**src/rtl/ser_par_sync.sv**
```systemverilog
`default_nettype none
// ============================================================================
// Module   : ser_par_sync
// Purpose  : Single-clock serial-to-parallel converter with comma-based word
//            alignment and lock tracking. It searches for COMMA at any bit
//            phase, confirms alignment over LOCK_COUNT consecutive boundary
//            commas, and then delivers parallel words with valid/comma
//            qualifiers. Lock is dropped after UNLOCK_COUNT misaligned commas
//            or on a resync request.
// Ports    : clk_32f    - serial bit clock, one data_in bit per rising edge
//            reset      - asynchronous active-high reset
//            data_in    - serial data, MSB of each word first
//            resync     - synchronous request to restart the alignment search
//            active     - high while the aligner is locked (registered)
//            valid_out  - 1-cycle pulse, data_out holds a new non-comma word
//            comma_out  - 1-cycle pulse, aligned comma received while locked
//            data_out   - last word delivered, held between pulses
// Revision : 1.0 - initial release
// ============================================================================
module ser_par_sync #(
  parameter int unsigned       WIDTH        = 8,
  parameter logic [WIDTH-1:0]  COMMA        = WIDTH'(8'hBC),
  parameter int unsigned       LOCK_COUNT   = 4,
  parameter int unsigned       UNLOCK_COUNT = 3
) (
  input  logic             clk_32f,
  input  logic             reset,
  input  logic             data_in,
  input  logic             resync,
  output logic             active,
  output logic             valid_out,
  output logic             comma_out,
  output logic [WIDTH-1:0] data_out
);

  // --------------------------------------------------------------------------
  // Counter widths and their compare constants
  // --------------------------------------------------------------------------
  localparam int unsigned c_bit_w  = (WIDTH > 1) ? $clog2(WIDTH) : 1;
  localparam int unsigned c_lock_w = $clog2(LOCK_COUNT + 1);
  localparam int unsigned c_unlk_w = $clog2(UNLOCK_COUNT + 1);

  localparam logic [c_bit_w-1:0]  c_last_bit = c_bit_w'(WIDTH - 1);
  localparam logic [c_bit_w-1:0]  c_bit_one  = c_bit_w'(1);
  localparam logic [c_lock_w-1:0] c_lock_max = c_lock_w'(LOCK_COUNT);
  localparam logic [c_lock_w-1:0] c_lock_one = c_lock_w'(1);
  localparam logic [c_unlk_w-1:0] c_unlk_max = c_unlk_w'(UNLOCK_COUNT);
  localparam logic [c_unlk_w-1:0] c_unlk_one = c_unlk_w'(1);

  // --------------------------------------------------------------------------
  // Alignment state machine encoding
  // --------------------------------------------------------------------------
  typedef enum logic [1:0] {
    ST_HUNT   = 2'd0,
    ST_VERIFY = 2'd1,
    ST_LOCKED = 2'd2
  } state_t;

  // --------------------------------------------------------------------------
  // Registers and next-state values
  // --------------------------------------------------------------------------
  state_t              state_q,      state_d;
  logic [WIDTH-1:0]    sr_q,         sr_d;
  logic [c_bit_w-1:0]  bit_cnt_q,    bit_cnt_d;
  logic [c_lock_w-1:0] comma_cnt_q,  comma_cnt_d;
  logic [c_unlk_w-1:0] misalign_q,   misalign_d;
  logic                active_q,     active_d;
  logic                valid_q,      valid_d;
  logic                comma_q,      comma_d;
  logic [WIDTH-1:0]    data_q,       data_d;

  // --------------------------------------------------------------------------
  // Combinational helpers
  // --------------------------------------------------------------------------
  logic                w_is_comma;
  logic                w_boundary;
  logic [c_bit_w-1:0]  w_bit_next;
  logic [c_lock_w-1:0] w_comma_inc;
  logic [c_unlk_w-1:0] w_mis_inc;

  // The shift register always advances; the window including this edge's bit
  // is what every comma/word decision on this edge looks at.
  assign sr_d       = {sr_q[WIDTH-2:0], data_in};
  assign w_is_comma = (sr_d == COMMA);

  // A word completes on the last bit position, but only once a phase has
  // been chosen (bit_cnt carries no meaning while hunting).
  assign w_boundary = (bit_cnt_q == c_last_bit) && (state_q != ST_HUNT);

  // Bit position wraps explicitly so non-power-of-two widths work.
  assign w_bit_next = (bit_cnt_q == c_last_bit) ? '0 : (bit_cnt_q + c_bit_one);

  // Saturating increments; saturation doubles as the "reached" condition.
  assign w_comma_inc = (comma_cnt_q == c_lock_max) ? comma_cnt_q
                                                   : (comma_cnt_q + c_lock_one);
  assign w_mis_inc   = (misalign_q == c_unlk_max) ? misalign_q
                                                  : (misalign_q + c_unlk_one);

  // --------------------------------------------------------------------------
  // State register
  // --------------------------------------------------------------------------
  always_ff @(posedge clk_32f or posedge reset) begin
    if (reset) begin
      state_q     <= ST_HUNT;
      sr_q        <= '0;
      bit_cnt_q   <= '0;
      comma_cnt_q <= '0;
      misalign_q  <= '0;
      active_q    <= 1'b0;
      valid_q     <= 1'b0;
      comma_q     <= 1'b0;
      data_q      <= '0;
    end else begin
      state_q     <= state_d;
      sr_q        <= sr_d;
      bit_cnt_q   <= bit_cnt_d;
      comma_cnt_q <= comma_cnt_d;
      misalign_q  <= misalign_d;
      active_q    <= active_d;
      valid_q     <= valid_d;
      comma_q     <= comma_d;
      data_q      <= data_d;
    end
  end

  // --------------------------------------------------------------------------
  // Next-state and output logic
  // --------------------------------------------------------------------------
  always_comb begin
    state_d     = state_q;
    bit_cnt_d   = w_bit_next;
    comma_cnt_d = comma_cnt_q;
    misalign_d  = misalign_q;
    data_d      = data_q;
    valid_d     = 1'b0;
    comma_d     = 1'b0;

    if (resync) begin
      // Resync overrides everything, including a word completing this edge;
      // data_out deliberately keeps the last delivered word.
      state_d     = ST_HUNT;
      bit_cnt_d   = '0;
      comma_cnt_d = '0;
      misalign_d  = '0;
    end else begin
      case (state_q)
        ST_HUNT: begin
          if (w_is_comma) begin
            // The comma just completed, so the next bit starts a word.
            bit_cnt_d   = '0;
            comma_cnt_d = c_lock_one;
            misalign_d  = '0;
            state_d     = (LOCK_COUNT == 1) ? ST_LOCKED : ST_VERIFY;
          end
        end

        ST_VERIFY: begin
          if (w_boundary) begin
            if (w_is_comma) begin
              comma_cnt_d = w_comma_inc;
              if (w_comma_inc == c_lock_max) begin
                state_d    = ST_LOCKED;
                misalign_d = '0;
              end
            end else begin
              state_d     = ST_HUNT;
              comma_cnt_d = '0;
            end
          end
        end

        ST_LOCKED: begin
          if (w_boundary) begin
            data_d = sr_d;
            if (w_is_comma) begin
              comma_d    = 1'b1;
              misalign_d = '0;
            end else begin
              valid_d = 1'b1;
            end
          end else if (w_is_comma) begin
            // A comma off the word boundary suggests the bit phase slipped.
            if (w_mis_inc == c_unlk_max) begin
              // Re-anchor on this comma; it counts as the first verified one.
              state_d     = ST_VERIFY;
              bit_cnt_d   = '0;
              comma_cnt_d = c_lock_one;
              misalign_d  = '0;
            end else begin
              misalign_d = w_mis_inc;
            end
          end
        end

        default: begin
          state_d     = ST_HUNT;
          comma_cnt_d = '0;
          misalign_d  = '0;
        end
      endcase
    end

    active_d = (state_d == ST_LOCKED);
  end

  // --------------------------------------------------------------------------
  // Outputs come straight from registers
  // --------------------------------------------------------------------------
  assign active    = active_q;
  assign valid_out = valid_q;
  assign comma_out = comma_q;
  assign data_out  = data_q;

endmodule
`default_nettype wire

```
**config.mk**
```make
export PLATFORM = sky130hd
export DESIGN_NAME = ser_par_sync
export DESIGN_NICKNAME = d
export VERILOG_FILES = /design/src/rtl/ser_par_sync.sv
export SDC_FILE = /design/constraint.sdc
export NUM_CORES = 1
export LEC_CHECK = 0
export CAP_MARGIN = 20
export CORE_MARGIN = 1
export CORE_UTILIZATION = 30
export DETAILED_ROUTE_END_ITERATION = 16
export PLACE_DENSITY_LB_ADDON = 0.3
export SLEW_MARGIN = 0
export SYNTH_ARGS = -nofsm -noshare
export SYNTH_HDL_FRONTEND = slang
export SYNTH_SLANG_ARGS = --single-unit
```
**constraint.sdc**
```tcl
create_clock -name clk_32f -period 4.5 [get_ports clk_32f]
set_clock_uncertainty 0.2 [all_clocks]
set_input_delay 0.675 -clock clk_32f [delete_from_list [all_inputs] [get_ports clk_32f]]
set_output_delay 0.675 -clock clk_32f [all_outputs]
set_load 0.02 [all_outputs]
```
==> metrics.yaml, run 1 <==
status: "finished, final reports clean"
dr.pass1.iters: 4
max_cap_viol_count: 0
reg2reg_slack_ns: 2.23
postCtsResizedCells: 0
num_vias: 859
synth.distinct_cells: 37
max_freq_ghz: 0.413
wl_um: 2260
rows: 23
seq_area_frac_synth: 0.556
power_switching_uw: 91.2
die_area_mm2: 0.00446
slew_headroom: 0.528
worst_pin_slew_ns: 0.704
min_to: "sr_q[3]$_DFF_PP0_"
avgSynthCellArea_um2: 12.1
diodes: 0
grt_max_degree: 29
power_density_mw_per_mm2: 309
grt-ovfl-total: 0
n_fill_cell: 382
static-leakage-power_nw: 0.670
core_mm2: 0.00403
htreeDepth: 1
gp_congestion: 0.797
critPathCaptureType: "register"
syn_nets: 112
sequentialPowerShare: 0.547
cts_max_path_buffers: 2
finalHoldViolCount: 0
grt_pass1_vias: 822
die_h_um: 66.8
route.detailed.drc: 0
p_total_uw: 478
period_share: 0.539
drt-wirelength-per-cell_um: 13.4
insertion_delay_ns: 0.27
die_w_um: 66.8
crit_fanout: 13
io_pins: 15
clockPowerShare: 0.407
cts_setup_buffers: 0
fin_util: 0.383
ctsRootBufferMaster: "clkbuf_8"
ant_nets: 0
intPower_uw: 387
rr_worst_depth: 5
worstHoldStart: "sr_q[2]$_DFF_PP0_"
layout-drive-gt1-share: 0.160
hold_buffers: 0
final_nets: 128
drtIter0Drc: 45
grt_use_total: 0.115
holdPathStages: 0
dpl.hpwl_um: 1580
p_sw_frac: 0.191
ys_ff_latch: 28
yosysWarnings: 0
critPathLaunchType: "input port"
peakVddDrop_mv: 0.190
r2r_start: "bit_cnt_q[0]$_DFF_PP0_"
vias_per_cell: 5.08
start_util: 0.313
final-setup-viol-count: 0
synthesis.instances: 104
clk_pin_slew_worst_paths_ns: 0.10
r2r_end: "data_out[5]$_DFFE_PP0P_"
critPathKind: "input port to register"
io_buffer_count: 14
synth.cell_area_mm2: 0.00126
cts_buffers: 3
hold_path_class: "register to register"
fin_crit_ns: 2.42
arrival_ns: 2.38
antenna_found_initial: 0
crit_required_ns: 4.46
grt_setup_unrepaired: "false"
areaGrowthSynthToFinish_pct: 22.5
tritoncts: "done"
fin_tns_setup_ns: 0
p_comb_frac: 0.046
maxSlewViolCount: 0
cts.sinks: 28
grt_pass1_wl_um: 3870
==> stage by stage <==
stage / setup slack (ns) / instances / instance area [um2] / hold WS, ns
after floorplan: 2.51 / 104 / 1260 / 0.162
after global placement: 1.80 / 164 / 1450 / 0.176
after detailed placement: 1.75 / 164 / 1450 / 0.177
after CTS: 2.07 / 168 / 1520 / 0.196
after global routing: 1.98 / 169 / 1540 / 0.206
final: 2.08 / 169 / 1540 / 0.193
==> cell usage after synthesis <==
library cell,instances,area [um2]
a21oi_1,3,15.0
ha_1,4,50.1
a31oi_1,3,18.8
o21ai_1,1,5.00
and2_1,5,31.3
mux2_2,8,90.1
nand3b_1,1,7.51
or2b_2,1,8.76
o21ai_0,1,5.00
nand4_1,1,6.26
or3b_1,1,8.76
inv_1,7,26.3
and4b_1,1,10.0
a221oi_1,1,8.76
dfrtp_1,28,701
a2bb2oi_1,1,8.76
nor3_1,1,5.00
buf_2,2,10.0
a2111oi_0,1,8.76
nor3b_1,3,22.5
nand2_1,2,7.51
nor4_1,1,6.26
clkbuf_1,2,7.51
nor3_2,1,10.0
a41oi_1,2,17.5
o2bb2ai_1,1,8.76
nor2_1,5,18.8
a22oi_1,1,7.51
a311oi_2,2,30.0
and3_2,1,7.51
o31a_1,1,8.76
nand2b_1,4,25.0
o211ai_1,2,15.0
nand3_1,1,5.00
a32o_1,1,10.0
a21o_1,2,15.0
and4bb_2,1,12.5
==> state kept, by name (all words and copies together) (netlist names) <==
| name | cells |
|---|---|
| bit_cnt_q | 3 |
| data_out | 8 |
| misalign_q | 2 |
| comma_out | 1 |
| state_q | 2 |
| comma_cnt_q | 3 |
| active | 1 |
| sr_q | 7 |
| valid_out | 1 |
==> worst max-delay path: stages <==
cell and delay [ns]:
clkdlybuf4s50_1 0.62, nor3_2 0.67, mux2_2 0.41
==> how the worst max path moves through the flow <==
stage / slack (ns) / endpoint / from / cells after the start
floorplan: 2.51 / state_q[0]$_DFF_PP0_ / comma_cnt_q[0]$_DFFE_PP0P_ / 6
global route: 1.98 / data_out[0]$_DFFE_PP0P_ / resync / 3
CTS: 2.07 / data_out[5]$_DFFE_PP0P_ / resync / 3
finish: 2.08 / data_out[5]$_DFFE_PP0P_ / resync / 3
detailed placement: 1.75 / data_out[5]$_DFFE_PP0P_ / resync / 3
global placement: 1.80 / data_out[6]$_DFFE_PP0P_ / resync / 3
==> routing by layer <==
metal  share of wire  vias up  routed length, um  track usage
met5               0        -                  0            0
met3           0.043        2                 96       0.0154
li1                -      411                  -            -
met1            0.50      427               1120        0.165
met4          0.0084        0                 19       0.0479
met2            0.45       19               1020        0.173
==> placed cells by master, fill, tap and decap left out, drive strengths merged, types with 2 or more instances in the layout <==
master / n
a21o: 2
a21oi: 3
a311oi: 2
a31oi: 3
a41oi: 2
and2: 5
clkbuf: 3
clkdlybuf4s50: 14
dfrtp: 28
ha: 4
inv: 7
mux2: 8
nand2: 2
nand2b: 4
nor2: 5
nor3: 2
nor3b: 3
o211ai: 2
o21ai: 2
==> logic make-up (layout without fill, tap and decap cells) <==
family	count (synthesis)	count (layout)	synth area share
and+or+nand+nor	30	30	0.153
DFF	28	28	0.556
AOI/OAI and AO/OA	23	23	0.145
buffers and inverters	11	26	0.0348
muxes	8	8	0.0715
adders and majority gates	4	4	0.0397
==> power by group through the flow <==
| stage | combinational [mW] | sequential [mW] | clock [mW] |
|---|---|---|---|
| floorplan | 0.0121 | 0.265 | 0 |
| global placement | 0.0192 | 0.266 | 0 |
| detailed placement | 0.0196 | 0.266 | 0 |
| CTS | 0.0198 | 0.261 | 0.200 |
| global route | 0.0250 | 0.262 | 0.209 |
| finish | 0.0221 | 0.261 | 0.195 |
==> cell type report <==
cell class | instances | area [um2] | area share
clock buffer | 3 | 41.3 | 0.0267
clock inverter | 1 | 30.0 | 0.0194
inverter | 7 | 26.3 | 0.0170
multi-input combinational | 65 | 515 | 0.334
sequential | 28 | 701 | 0.454
tap | 50 | 62.6 | 0.0405
timing repair buffer | 15 | 168 | 0.109
Power figures use the tool's default switching activity.
==> inputs of run 2 (changes only) <==
Clock period 4.5 ns to 2.3 ns, I/O delays scaled along.
==> metrics.yaml, run 2 (synthesis gave the netlist of run 1 again) <==
hold_path_class: "register to register"  # unchanged
slew_headroom: 0.760  # was 0.528
postCtsResizedCells: 0  # unchanged
io_buffer_count: 14  # unchanged
insertion_delay_ns: 0.27  # about the same
clockPowerShare: 0.410  # was 0.407
drtIter0Drc: 19  # was 45
worstHoldStart: "sr_q[2]$_DFF_PP0_"  # unchanged
dr.pass1.iters: 4  # unchanged
arrival_ns: 2.18  # was 2.38 ns
critPathLaunchType: "register"  # was input port
fin_tns_setup_ns: 0  # unchanged
power_density_mw_per_mm2: 607  # was 309 mW/mm2
final_cell_mix: "dfrtp_1 (28), clkdlybuf4s50_1 (14), mux2_2 (8)"  # unchanged
period_share: 0.964
finalHoldViolCount: 0  # unchanged
areaGrowthSynthToFinish_pct: 22.1  # was 22.5%
grt_setup_unrepaired: "false"  # unchanged
ant_nets: 0  # unchanged
status: "finished, final reports clean"  # unchanged
hold_buffers: 0  # unchanged
power_switching_uw: 181  # was 91.2 uW
crit_required_ns: 2.26  # was 4.46 ns
dpl.hpwl_um: 1710  # was 1580 um
io_pins: 15  # unchanged
dpl_worst_slack_ns: 0.0996  # was 1.75 ns
maxSlewViolCount: 0  # unchanged
grt_max_degree: 29  # unchanged
cts_buffers: 3  # unchanged
antenna_found_initial: 0  # unchanged
sequentialPowerShare: 0.547  # about the same
die_area_mm2: 0.00446  # unchanged
static-leakage-power_nw: 0.672  # was 0.670 nW
start_util: 0.313  # unchanged
cts_max_path_buffers: 2  # unchanged
intPower_uw: 754  # was 387 uW
diodes: 0  # unchanged
max_cap_viol_count: 0  # unchanged
r2r_start: "comma_cnt_q[0]$_DFFE_PP0P_"  # was bit_cnt_q[0]$_DFF_PP0_
worst_pin_slew_ns: 0.358  # was 0.704 ns
fin_crit_ns: 2.22
route.detailed.drc: 0  # unchanged
grt_pass1_wl_um: 4070  # was 3870 um
peakVddDrop_mv: 0.306  # was 0.190 mV
final_nets: 130  # was 128
vias_per_cell: 5.22  # was 5.08
rr_worst_depth: 6  # was 5
crit_fanout: 6  # was 13
critPathKind: "register to register"  # was input port to register
p_sw_frac: 0.194  # was 0.191
gp_congestion: 0.834  # was 0.797
clk_pin_slew_worst_paths_ns: 0.09  # was 0.10 ns
reg2reg_slack_ns: 0.08  # was 2.23 ns
min_to: "sr_q[3]$_DFF_PP0_"  # unchanged
final-setup-viol-count: 0  # unchanged
die_h_um: 66.8  # unchanged
grt-ovfl-total: 0  # unchanged
tritoncts: "done"  # unchanged
drt-wirelength-per-cell_um: 14.1  # was 13.4 um
wl_um: 2420  # was 2260 um
r2r_end: "misalign_q[1]$_DFFE_PP0P_"  # was data_out[5]$_DFFE_PP0P_
rows: 23  # unchanged
layout-drive-gt1-share: 0.174  # was 0.160
largest_reg_flops: 8  # unchanged
finalWorstSetupSlack_ns: 0.0832  # was 2.08 ns
layout_commonest_cell: "dfrtp_1"  # unchanged
core_mm2: 0.00403  # unchanged
critPathCaptureType: "register"  # unchanged
cts.sinks: 28  # unchanged
p_comb_frac: 0.043  # was 0.046
grt_use_total: 0.123  # was 0.115
htreeDepth: 1  # unchanged
max_freq_ghz: 0.451
cts_setup_buffers: 0  # unchanged
die_w_um: 66.8  # unchanged
grt_pass1_vias: 888  # was 822
fin_util: 0.382  # was 0.383
ctsRootBufferMaster: "clkbuf_8"  # unchanged
holdPathStages: 0  # unchanged
num_vias: 893  # was 859
## run 2: power by group through the flow
| stage | sequential [mW] | clock [mW] | combinational [mW] |
|---|---|---|---|
| finish | 0.511 | 0.383 | 0.0405 |
| global route | 0.513 | 0.411 | 0.0453 |
| CTS | 0.512 | 0.397 | 0.0414 |
| detailed placement | 0.522 | 0 | 0.0411 |
| global placement | 0.521 | 0 | 0.0404 |
| floorplan | 0.519 | 0 | 0.0236 |
## run 2: metrics by stage
| stage | area (um2) | std cells | hold WS, ns | total power, mW |
|---|---|---|---|---|
| 3_3_place_gp | 1470 | 167 | 0.174 | 0.561 |
| 5_1_grt | 1540 | 171 | 0.224 | 0.970 |
| 2_1_floorplan | 1260 | 104 | 0.162 | 0.543 |
| 4_1_cts | 1540 | 171 | 0.204 | 0.950 |
| 3_5_place_dp | 1470 | 167 | 0.179 | 0.563 |
| 6_report | 1540 | 171 | 0.197 | 0.935 |
## run 2: final cells by class
class,count,area (um2)
clock buffers,3,41.3
clock inverters,1,30.0
fillers,387,2490
inverters,7,26.3
multi-input cells,65,515
flip-flops and latches,28,701
well taps,50,62.6
repair buffers,17,163
## run 2: worst max path at each step
| stage | start | to | slack [ns] |
|---|---|---|---|
| global placement | comma_cnt_q[0]$_DFFE_PP0P_ | misalign_q[1]$_DFFE_PP0P_ | 0.14 |
| detailed placement | comma_cnt_q[0]$_DFFE_PP0P_ | misalign_q[1]$_DFFE_PP0P_ | 0.1 |
| floorplan | comma_cnt_q[0]$_DFFE_PP0P_ | state_q[0]$_DFF_PP0_ | 0.31 |
| CTS | comma_cnt_q[0]$_DFFE_PP0P_ | misalign_q[1]$_DFFE_PP0P_ | 0.08 |
| global route | comma_cnt_q[0]$_DFFE_PP0P_ | misalign_q[1]$_DFFE_PP0P_ | 0.003 |
| finish | comma_cnt_q[0]$_DFFE_PP0P_ | misalign_q[1]$_DFFE_PP0P_ | 0.08 |
## run 2: layer usage
layer | GRT usage | share of wire | vias to the layer above
met4 | 0.0585 | 0.010 | 0
met1 | 0.145 | 0.46 | 456
met2 | 0.213 | 0.50 | 21
li1 | - | - | 414
met3 | 0.0240 | 0.036 | 2
met5 | 0 | 0 | -
## run 2: critical path, cell delays in order (launching register included)
cell       delay, ns
dfrtp_1         0.47
inv_1           0.09
ha_1            0.24
or3b_1          0.41
a311oi_2        0.34
o2bb2ai_1       0.15
a32o_1          0.23
==> inputs of run 3 (changes only) <==
Settings changed: ABC_AREA set to 1, HOLD_SLACK_MARGIN set to 0.02.
==> metrics.yaml, run 3 <==
io_buffer_count: 14  # unchanged
grt_use_total: 0.118  # was 0.123
grt_pass1_vias: 945  # was 888
grt_pass1_wl_um: 4420  # was 4070 um
htreeDepth: 1  # unchanged
status: "finished, final reports clean"  # unchanged
dr.pass1.iters: 4  # unchanged
tritoncts: "done"  # unchanged
slew_headroom: 0.727  # was 0.760
ant_nets: 0  # unchanged
cts.sinks: 28  # unchanged
fin_tns_setup_ns: 0  # unchanged
r2r_start: "bit_cnt_q[0]$_DFF_PP0_"  # was comma_cnt_q[0]$_DFFE_PP0P_
stdcell_area_mm2: 0.00162  # was 0.00154 mm2
place_area_mm2: 0.00155  # was 0.00147 mm2
cts_max_path_buffers: 2  # unchanged
die_area_mm2: 0.00482  # was 0.00446 mm2
die_h_um: 69.4  # was 66.8 um
yosys.area.top_type_share: 0.514  # was 0.556
rows: 24  # was 23
synth.cell_area_mm2: 0.00136  # was 0.00126 mm2
dpl.hpwl_um: 1790  # was 1710 um
arrival_ns: 1.94  # was 2.18 ns
syn_nets: 164  # was 112
startpoint: "bit_cnt_q[0]$_DFF_PP0_"  # was comma_cnt_q[0]$_DFFE_PP0P_
grt_setup_unrepaired: "false"  # unchanged
max_freq_ghz: 0.508  # was 0.451 GHz
clk_pin_slew_worst_paths_ns: 0.09  # about the same
static-leakage-power_nw: 0.760  # was 0.672 nW
peakVddDrop_mv: 0.257  # was 0.306 mV
synthesis.instances: 156  # was 104
ys_ff_latch: 28  # unchanged
min_to: "sr_q[1]$_DFF_PP0_"  # was sr_q[3]$_DFF_PP0_
synth_common_cells: "nand2_1 (42), dfrtp_1 (28), inv_1 (18)"  # was dfrtp_1 (28), mux2_2 (8), inv_1 (7)
finalHoldViolCount: 0  # unchanged
areaGrowthSynthToFinish_pct: 18.8  # was 22.1%
synthArstFlopShare: 1.00  # unchanged
max_cap_viol_count: 0  # unchanged
worstHoldStart: "sr_q[0]$_DFF_PP0_"  # was sr_q[2]$_DFF_PP0_
reg2reg_slack_ns: 0.33  # was 0.08 ns
crit_required_ns: 2.28  # was 2.26 ns
power_density_mw_per_mm2: 583  # was 607 mW/mm2
hold_buffers: 0  # unchanged
holdPathStages: 0  # unchanged
critPathKind: "register to register"  # unchanged
vias_per_cell: 4.61  # was 5.22
final_cell_mix: "nand2_1 (42), dfrtp_1 (28), inv_1 (18)"  # was dfrtp_1 (28), clkdlybuf4s50_1 (14), mux2_2 (8)
grt-ovfl-total: 0  # unchanged
ctsRootBufferMaster: "clkbuf_8"  # unchanged
largest_reg_flops: 8  # unchanged
yosysMostFrequentCell: "nand2_1"  # was dfrtp_1
start_util: 0.313  # about the same
synth.distinct_cells: 25  # was 37
hold_path_class: "register to register"  # unchanged
period_share: 0.855  # was 0.964
fin_crit_ns: 1.97  # was 2.22 ns
yosysWarnings: 0  # unchanged
maxSlewViolCount: 0  # unchanged
seq_area_frac_synth: 0.514  # was 0.556
r2r_end: "bit_cnt_q[0]$_DFF_PP0_"  # was misalign_q[1]$_DFFE_PP0P_
insertion_delay_ns: 0.28  # was 0.27 ns
layout_commonest_cell: "nand2_1"  # was dfrtp_1
diodes: 0  # unchanged
wl_um: 2480  # was 2420 um
die_w_um: 69.4  # was 66.8 um
cts_setup_buffers: 0  # unchanged
synth_edf_count: 0  # unchanged
num_vias: 1032  # was 893
crit_fanout: 8  # was 6
drtIter0Drc: 32  # was 19
final-setup-viol-count: 0  # unchanged
critPathLaunchType: "register"  # unchanged
avgSynthCellArea_um2: 8.74  # was 12.1 um2
route.detailed.drc: 0  # unchanged
grt_max_degree: 29  # unchanged
io_pins: 15  # unchanged
worst_pin_slew_ns: 0.410  # was 0.358 ns
postCtsResizedCells: 0  # unchanged
n_fill_cell: 443  # was 387
layout-drive-gt1-share: 0.0988  # was 0.174
antenna_found_initial: 0  # unchanged
gp_congestion: 0.918  # was 0.834
drt-wirelength-per-cell_um: 11.1  # was 14.1 um
core_mm2: 0.00435  # was 0.00403 mm2
synth_ff_type: "dfrtp_1"  # unchanged
critPathCaptureType: "register"  # unchanged
rr_worst_depth: 7  # was 6
final_nets: 181  # was 130
synth_area_leaders: "dfrtp_1 (51%), nand2_1 (12%), inv_1 (5.0%)"  # was dfrtp_1 (56%), mux2_2 (7.1%), ha_1 (4.0%)
yosysTopAreaCell: "dfrtp_1"  # unchanged
cts_buffers: 3  # unchanged
## run 3: cell count changes after synthesis, moves of 5 or more
cell     change
nand2_1     +40
inv_1       +11
o21ai_0      +7
nand3_1      +7
nor2_1      +12
mux2_2       -5
and2_1       -5
## run 3: through the flow
step | setup WS [ns] | utilization | instances | hold slack [ns] | power (mW)
after floorplan | 0.504 | - | 156 | 0.154 | 0.553
after global placement | 0.331 | 0.356 | 220 | 0.160 | 0.571
after detailed placement | 0.306 | 0.356 | 220 | 0.170 | 0.571
after CTS | 0.341 | 0.372 | 224 | 0.193 | 0.963
after global routing | 0.216 | 0.372 | 224 | 0.199 | 0.993
final | 0.333 | 0.372 | 224 | 0.195 | 0.945
## run 3: power by group
part | switching [mW] | internal (mW) | total, mW | leakage [nW]
Sequential | 0.00919 | 0.504 | 0.513 | 0.371
Clock | 0.152 | 0.233 | 0.386 | 0.0357
Combinational | 0.0290 | 0.0172 | 0.0461 | 0.354
Total | 0.191 | 0.754 | 0.945 | 0.760
## run 3: worst max path at each step
stage,endpoint,slack [ns]
global route,misalign_q[0]$_DFFE_PP0P_,0.22
CTS,bit_cnt_q[0]$_DFF_PP0_,0.34
global placement,bit_cnt_q[0]$_DFF_PP0_,0.33
detailed placement,bit_cnt_q[0]$_DFF_PP0_,0.31
floorplan,bit_cnt_q[0]$_DFF_PP0_,0.50
finish,bit_cnt_q[0]$_DFF_PP0_,0.33
## run 3: logic make-up after synthesis
logic type | count (synthesis) | synth area share
AND/OR/NAND/NOR | 75 | 0.245
adder cells (fa/ha/maj) | 4 | 0.0367
buffers and inverters | 25 | 0.0807
flip-flops | 28 | 0.514
AO/OA/AOI/OAI | 19 | 0.0817
XOR/XNOR | 1 | 0.00642
multiplexers | 4 | 0.0358
## run 3: per-layer routing
| layer | vias to the layer above | global-route usage | wire length (um) |
|---|---|---|---|
| li1 | 533 | - | - |
| met1 | 476 | 0.162 | 1240 |
| met2 | 18 | 0.167 | 1100 |
| met3 | 5 | 0.0305 | 78 |
| met4 | 0 | 0.0658 | 59 |
| met5 | - | 0 | 0 |
## run 3: critical path, cell delays in order (launching register included)
cell,delay [ns]
dfrtp_1,0.39
ha_1,0.20
ha_1,0.30
o21ai_1,0.21
nand2_1,0.12
nor2_1,0.21
nor2_1,0.08
o21a_1,0.17
## run 3: layout make-up
| class | instances | area (um2) | area share |
|---|---|---|---|
| clock buffer | 3 | 41.3 | 0.0255 |
| clock inverter | 1 | 30.0 | 0.0185 |
| multi-input combinational | 103 | 553 | 0.341 |
| inverter | 22 | 82.6 | 0.0510 |
| sequential | 28 | 701 | 0.432 |
| tap | 52 | 65.1 | 0.0402 |
| timing repair buffer | 15 | 148 | 0.0911 |
